==> config.mk <==
export PLATFORM = sky130hd
export DESIGN_NAME = avalon_burst_master
export DESIGN_NICKNAME = d
export VERILOG_FILES = /design/src/rtl/avalon_master_pkg.sv /design/src/rtl/SyncFifo.sv /design/src/rtl/avalon_burst_master.sv
export SDC_FILE = /design/constraint.sdc
export NUM_CORES = 1
export LEC_CHECK = 0
export ABC_AREA = 1
export CAP_MARGIN = 20
export CORE_MARGIN = 3
export CORE_UTILIZATION = 50
export DETAILED_ROUTE_END_ITERATION = 6
export DONT_BUFFER_PORTS = 1
export HOLD_SLACK_MARGIN = 0.15
export PLACE_DENSITY = 0.64
export SYNTH_ARGS = -nofsm -noshare
export SYNTH_HDL_FRONTEND = slang
export SYNTH_HIERARCHICAL = 1
export SYNTH_SLANG_ARGS = --single-unit
==> constraint.sdc <==
create_clock -name clk -period 2.2 [get_ports clk]
set_input_delay 0.44 -clock clk [delete_from_list [all_inputs] [get_ports clk]]
set_output_delay 0.44 -clock clk [all_outputs]
set_load 0.02 [all_outputs]
==> src/rtl/avalon_master_pkg.sv <==
// Shared types and constants for the Avalon-MM burst initiator.
package avalon_master_pkg;

  typedef enum logic [1:0] {
    IDLE  = 2'd0,
    WRITE = 2'd1,
    READ  = 2'd2,
    DRAIN = 2'd3
  } master_state_t;

  localparam logic [1:0] BE_ALL_N  = 2'b00;
  localparam logic [1:0] BE_NONE_N = 2'b11;

endpackage

==> src/rtl/SyncFifo.sv <==
// Synchronous FIFO with occupancy count; push when full and pop when empty are ignored.
module SyncFifo #(
  parameter int unsigned FIFO_WIDTH = 16,
  parameter int unsigned FIFO_DEPTH = 4
) (
  input  logic                               clk,
  input  logic                               rst,
  input  logic                               i_push,
  input  logic [FIFO_WIDTH-1:0]              i_data,
  input  logic                               i_pop,
  output logic [FIFO_WIDTH-1:0]              o_data,
  output logic                               o_empty,
  output logic                               o_full,
  output logic [$clog2(FIFO_DEPTH+1)-1:0]    o_count
);
  localparam int unsigned PTR_W = (FIFO_DEPTH > 1) ? $clog2(FIFO_DEPTH) : 1;
  localparam int unsigned CNT_W = $clog2(FIFO_DEPTH + 1);

  logic [FIFO_WIDTH-1:0] r_mem [FIFO_DEPTH];
  logic [PTR_W-1:0]      r_wr_ptr;
  logic [PTR_W-1:0]      r_rd_ptr;
  logic [CNT_W-1:0]      r_count;
  logic                  w_push;
  logic                  w_pop;

  assign w_push = i_push && (r_count != CNT_W'(FIFO_DEPTH));
  assign w_pop  = i_pop && (r_count != '0);

  function automatic logic [PTR_W-1:0] ptr_inc(input logic [PTR_W-1:0] p);
    return (p == PTR_W'(FIFO_DEPTH - 1)) ? '0 : p + PTR_W'(1);
  endfunction

  // Storage is not reset; only the pointers define validity.
  always_ff @(posedge clk) begin
    if (w_push) r_mem[r_wr_ptr] <= i_data;
  end

  always_ff @(posedge clk or posedge rst) begin
    if (rst) begin
      r_wr_ptr <= '0;
      r_rd_ptr <= '0;
      r_count  <= '0;
    end else begin
      if (w_push) r_wr_ptr <= ptr_inc(r_wr_ptr);
      if (w_pop)  r_rd_ptr <= ptr_inc(r_rd_ptr);
      case ({w_push, w_pop})
        2'b10:   r_count <= r_count + CNT_W'(1);
        2'b01:   r_count <= r_count - CNT_W'(1);
        default: r_count <= r_count;
      endcase
    end
  end

  assign o_data  = r_mem[r_rd_ptr];
  assign o_empty = (r_count == '0);
  assign o_full  = (r_count == CNT_W'(FIFO_DEPTH));
  assign o_count = r_count;

endmodule

==> src/rtl/avalon_burst_master.sv <==
// Avalon-MM initiator moving a block of 16-bit words between a valid/ready
// stream and a word-addressed slave; reads are credit-limited by the return buffer.
module avalon_burst_master
  import avalon_master_pkg::*;
#(
  parameter int unsigned RX_DEPTH = 4,
  parameter int unsigned ADDR_W   = 32,
  parameter int unsigned LEN_W    = 16
) (
  input  logic              clk,
  input  logic              rst,
  input  logic              cmd_valid,
  output logic              cmd_ready,
  input  logic              cmd_write,
  input  logic [ADDR_W-1:0] cmd_addr,
  input  logic [LEN_W-1:0]  cmd_len,
  output logic              busy,
  output logic              done,
  input  logic [15:0]       wr_data,
  input  logic              wr_valid,
  output logic              wr_ready,
  output logic [15:0]       rd_data,
  output logic              rd_valid,
  input  logic              rd_ready,
  output logic [ADDR_W-1:0] address,
  output logic              read_n,
  output logic              write_n,
  output logic [15:0]       writeData,
  output logic [1:0]        byteEnable_n,
  input  logic [15:0]       readData,
  input  logic              waitrequest,
  input  logic              readdatavalid
);
  localparam int unsigned CNT_W  = $clog2(RX_DEPTH + 1);
  localparam int unsigned CRED_W = CNT_W + 1;

  master_state_t     r_state, w_state_nxt;
  logic [ADDR_W-1:0] r_addr, w_addr_nxt;
  logic [LEN_W-1:0]  r_remain, w_remain_nxt;
  logic [CNT_W-1:0]  r_outst, w_outst_nxt;
  logic              r_busy, w_busy_nxt;
  logic              r_done, w_done_nxt;

  logic              w_wr_xfer, w_rd_issue, w_rd_accept, w_ret, w_pop;
  logic              w_fifo_empty, w_fifo_full;
  logic [CNT_W-1:0]  w_fifo_count;
  logic [CRED_W-1:0] w_credit;
  logic              w_write_n, w_read_n;

  // In-flight reads plus buffered words may never exceed the buffer depth.
  assign w_credit    = CRED_W'(r_outst) + CRED_W'(w_fifo_count);
  assign w_rd_issue  = (r_state == READ) && (r_remain != '0) && (w_credit < CRED_W'(RX_DEPTH));
  assign w_rd_accept = w_rd_issue && !waitrequest;
  assign w_wr_xfer   = (r_state == WRITE) && wr_valid && !waitrequest;
  assign w_ret       = readdatavalid && ((r_state == READ) || (r_state == DRAIN));
  assign w_pop       = !w_fifo_empty && rd_ready;

  always_ff @(posedge clk or posedge rst) begin
    if (rst) begin
      r_state  <= IDLE;
      r_addr   <= '0;
      r_remain <= '0;
      r_outst  <= '0;
      r_busy   <= 1'b0;
      r_done   <= 1'b0;
    end else begin
      r_state  <= w_state_nxt;
      r_addr   <= w_addr_nxt;
      r_remain <= w_remain_nxt;
      r_outst  <= w_outst_nxt;
      r_busy   <= w_busy_nxt;
      r_done   <= w_done_nxt;
    end
  end

  always_comb begin
    w_state_nxt  = r_state;
    w_addr_nxt   = r_addr;
    w_remain_nxt = r_remain;
    w_outst_nxt  = r_outst;
    w_busy_nxt   = r_busy;
    w_done_nxt   = 1'b0;

    if (w_rd_accept && !w_ret)      w_outst_nxt = r_outst + CNT_W'(1);
    else if (!w_rd_accept && w_ret) w_outst_nxt = r_outst - CNT_W'(1);

    case (r_state)
      IDLE: begin
        if (cmd_valid) begin
          w_addr_nxt   = cmd_addr;
          w_remain_nxt = cmd_len;
          if (cmd_len == '0) begin
            w_done_nxt = 1'b1;
          end else begin
            w_busy_nxt  = 1'b1;
            w_state_nxt = cmd_write ? WRITE : READ;
          end
        end
      end
      WRITE: begin
        if (w_wr_xfer) begin
          w_addr_nxt   = r_addr + ADDR_W'(1);
          w_remain_nxt = r_remain - LEN_W'(1);
          if (r_remain == LEN_W'(1)) begin
            w_state_nxt = IDLE;
            w_busy_nxt  = 1'b0;
            w_done_nxt  = 1'b1;
          end
        end
      end
      READ: begin
        if (w_rd_accept) begin
          w_addr_nxt   = r_addr + ADDR_W'(1);
          w_remain_nxt = r_remain - LEN_W'(1);
          if (r_remain == LEN_W'(1)) w_state_nxt = DRAIN;
        end
      end
      DRAIN: begin
        if ((r_outst == '0) && w_fifo_empty) begin
          w_state_nxt = IDLE;
          w_busy_nxt  = 1'b0;
          w_done_nxt  = 1'b1;
        end
      end
      default: w_state_nxt = IDLE;
    endcase
  end

  SyncFifo #(
    .FIFO_WIDTH(16),
    .FIFO_DEPTH(RX_DEPTH)
  ) u_rx_fifo (
    .clk    (clk),
    .rst    (rst),
    .i_push (w_ret && !w_fifo_full),
    .i_data (readData),
    .i_pop  (w_pop),
    .o_data (rd_data),
    .o_empty(w_fifo_empty),
    .o_full (w_fifo_full),
    .o_count(w_fifo_count)
  );

  // Avalon strobes follow the stream/credit state directly so a stalled
  // request stays asserted with the same address until accepted.
  assign w_write_n    = !((r_state == WRITE) && wr_valid);
  assign w_read_n     = !w_rd_issue;
  assign write_n      = w_write_n;
  assign read_n       = w_read_n;
  assign address      = r_addr;
  assign writeData    = (r_state == WRITE) ? wr_data : '0;
  assign byteEnable_n = (!w_write_n || !w_read_n) ? BE_ALL_N : BE_NONE_N;
  assign wr_ready     = (r_state == WRITE) && !waitrequest;
  assign rd_valid     = !w_fifo_empty;
  assign cmd_ready    = (r_state == IDLE);
  assign busy         = r_busy;
  assign done         = r_done;

endmodule
==> results.md <==
* Run status: complete, no violations
* I/O pin count at 161
* Area Overhead vs Synth at 15.5%
* Number of instances in the placed design at 1198
* Max IR drop VDD at 774 uV
* Final weighted congestion in routability-driven placement at 0.860
* Post-detail-place hpwl at 13.4 mm
* Maximum achievable frequency at 455 MHz
* Worst Setup End Kind: primary output
* Pins Over Slew Limit at 0
* Number of stages on the worst hold path at 4
* Drt pass-1 iters at 6
* Syn Std Cell Area at 0.00771 sq mm
* Area of the die at 0.0169 sq mm
* Buffers and inverters on the worst path at 2
* Total core area at 0.0148 sq mm
* I/O Buffers at 0
* Post-CTS setup buffer count at 0
* Cell type with the largest total area after synthesis: edfxtp_1
* Reg2reg end: r_outst[2]
* Highest-delay cell along the critical path: dfrtp_1
* Number of H-tree levels at 4
* Crit start category: flip-flop
* Post-route minimum period at 2.20 ns
* Worst-Skew Late Latency at 0.41 ns
* Count of vias placed by the detailed router at 6326
* Layout cell share with drive strength beyond 1 at 0.166
* Start point of the worst hold path: cmd_addr[29]
* Vias per cell at 5.07
* Setup repair after global routing missed its margin: yes
* Number of remaining DRC errors at 0
* Ratio of total power to cell area at 1510 mW/mm^2
* Area share of the largest cell type after synthesis at 0.249
* Least-Margin Pin Slew at 0.549 ns
* Reg2reg start: r_outst[2]
* Maximum clock path buffer count at 2
* Number of standard cells in the layout, taps in and fillers out at 1247
* Start-to-end type of the worst setup path: flip-flop to primary output
* Critical path data arrival time at 1.76 ns
* Adder-cell share of the synthesized area at 0.0312
* Setup slack, reg-to-reg at 0.04 ns
* Combinational family with the most area after synthesis: simple AND/OR/NAND/NOR gates
* Vertical die dimension at 130 um
* Number of antenna violations at the first check in global routing at 0
* Leakage component of the power at 4.33 nW
* Crit-path cells: ha_1 > nor2_1 > nand3b_1 > nor2_2 > buf_4 > a21boi_2 > buf_6
* Clock tree from TritonCTS: done
* Number of nets in the finished design at 1156
* Average cell area after synthesis at 7.72 sq um
* Data required time of the critical path at 1.76 ns
* Row count at 44
* Post-Synth XOR/XNOR Area at 0.00795
* Number of cell instances on the worst register-to-register path at 12
* Post-layout power at 0.0135 W
* Synth Net Count at 1104
* Largest delay share family, worst path: flip-flops
* CTS root buf: clkbuf_16
* Total of endpoints with negative setup slack in the final report at 0
* Maxcap violations at 0
* Maximum number of pins on one net before global-route repair at 56
* Maximum net fanout on the critical path at 2
* Beginning of the critical path: r_outst[2]
* Normalized max-slew margin at 0.634
* Global-route wire length before repair at 29.5 mm
* 1st-iter DRT viols at 438
* Fraction of the mapped netlist area in compound gates at 0.0790
* Yosys warns at 6
* Total routed wirelength at 18.6 mm
* Overall global routing resource usage at 0.223
* Share of the clock period used by the worst path after layout at 0.998
* Worst min path class: input pin to flip-flop
* Yosys cell types at 40
* Fin Clk Skew at 0.00729 ns
* Die outline width at 130 um
* Remaining global-route overflow at 0
* Hold worst-path end: address[29]
* Total CTS buffers at 17
* TritonCTS Sinks at 126
* Multiplexer fraction of the synthesized cell area at 0.00665
* Diodes inserted at 0
* #FFs+latches synth at 126
* Final hold violations at 0
* Gate count after technology mapping at 998
* Drt wl/cell at 14.9 um
* Starting density of the core at 0.521
* Register clock-pin slew on the reported worst setup and hold paths at 0.06 ns
* Final-layout fill cell count at 1358
* Remaining antenna violation count after routing at 0
* Peak per-stage delay on the critical path at 0.38 ns
* Fraction of the mapped netlist area in simple logic gates at 0.331
* Vias in the first global route at 5965
* Post-synthesis sequential area ratio at 0.451
* Cells taking the most area after synthesis: edfxtp_1 (25%), dfrtp_1 (20%), nand2_1 (19%)
## flip-flops by register name, summed over array words and instances, names as in the netlist
name	count
u_rx_fifo/o_count	3
u_rx_fifo/r_mem	64
r_outst	3
address	32
u_rx_fifo/r_wr_ptr	2
r_state	2
done	1
busy	1
r_remain	16
u_rx_fifo/r_rd_ptr	2
## kinds of logic after synthesis
| family | after synthesis |
|---|---|
| AO/OA/AOI/OAI | 76 |
| XOR/XNOR | 7 |
| adder cells (fa/ha/maj) | 18 |
| buffers and inverters | 152 |
| flip-flops | 126 |
| multiplexers | 5 |
| AND/OR/NAND/NOR | 614 |
## tightest hold or removal path: stages
cell,delay [ns]
nand2_1,0.03
nand2_1,0.05
nand2_1,0.04
nand2_1,0.04
## cell usage in the layout, fill, tap and decap left out, drive strengths merged
cell         instances
a21boi               2
a21o                 6
a21oi                5
a22oi                1
a31oi                1
buf                 48
bufinv               2
clkbuf              19
clkinv               9
clkinvlp             2
dfrtp               62
dlygate4sd3         17
edfxtp              64
fa                   2
ha                  16
inv                120
mux2                 1
mux2i                4
nand2              426
nand3               68
nand3b               3
nand4                2
nor2                99
nor3                 3
o211ai              32
o21ai               25
o21bai               1
o31ai                3
or2                 13
xnor2                2
xor2                 5
## report_power, final
part,internal (W),switching [W]
Clock,0.00167,0.00108
Sequential,0.00317,0.00109
Combinational,0.00232,0.00412
Total,0.00716,0.00629
## final cells by class
cell class	instances	area, sq um	area share
Clock inverter	13	143	0.0160
Timing Repair Buffer	65	613	0.0689
Inverter	120	455	0.0512
Tap cell	184	230	0.0259
Clock buffer	19	433	0.0486
Sequential cell	126	3470	0.390
Multi-Input combinational cell	720	3550	0.399
## Yosys cell counts (all sizes together)
library cell    n
xor2            5
dfrtp          62
edfxtp         64
fa              2
o211ai         32
nand3b          3
xnor2           2
o31ai           3
clkbuf          8
nand4           2
clkinv          1
nand3          68
buf            24
nand2         426
nor3            3
mux2i           4
nor2           99
a21o            6
mux2            1
ha             16
a21oi           5
o21bai          1
a31oi           1
a22oi           1
a21boi          2
o21ai          25
or2            13
inv           119
## how the worst max path moves through the flow
stage / end / slack (ns) / cells past startpoint
after global routing: r_outst[2] / -0.09 / 12
after global placement: r_outst[2] / 0.008 / 12
after floorplan: u_rx_fifo/r_mem[0][0] / -0.04 / 6
after detailed placement: r_outst[2] / -0.05 / 12
final: byteEnable_n[0] / 0.004 / 7
after CTS: byteEnable_n[0] / -0.0008 / 7
## stage by stage
step,setup slack [ns],util,TNS (ns),instance area [sq um],hold slack [ns]
final,0.00403,0.601,0,8900,0.225
after CTS,-0.000804,0.599,-0.00158,8870,0.213
after global routing,-0.0930,0.601,-0.353,8900,0.230
after detailed placement,-0.0526,0.548,-0.0643,8110,0.308
after floorplan,-0.0356,-,-2.28,7710,0.243
after global placement,0.00771,0.548,0,8110,0.298
## layer usage
layer	global-route usage	wire, um
met4	0.0568	217
met1	0.283	8200
met5	0	0
met3	0.0577	1030
met2	0.381	9100
## timing repair
action / 4_1_cts / 5_1_grt
endpoints found under the hold margin: 126 / 0
setup endpoints to repair: 4 / 10
resized for setup: 7 / 12
pin swaps: 0 / 1
hold buffers: 17 / 0
gates cloned: 0 / 0
Note: power is estimated with default switching activity, not from simulation.
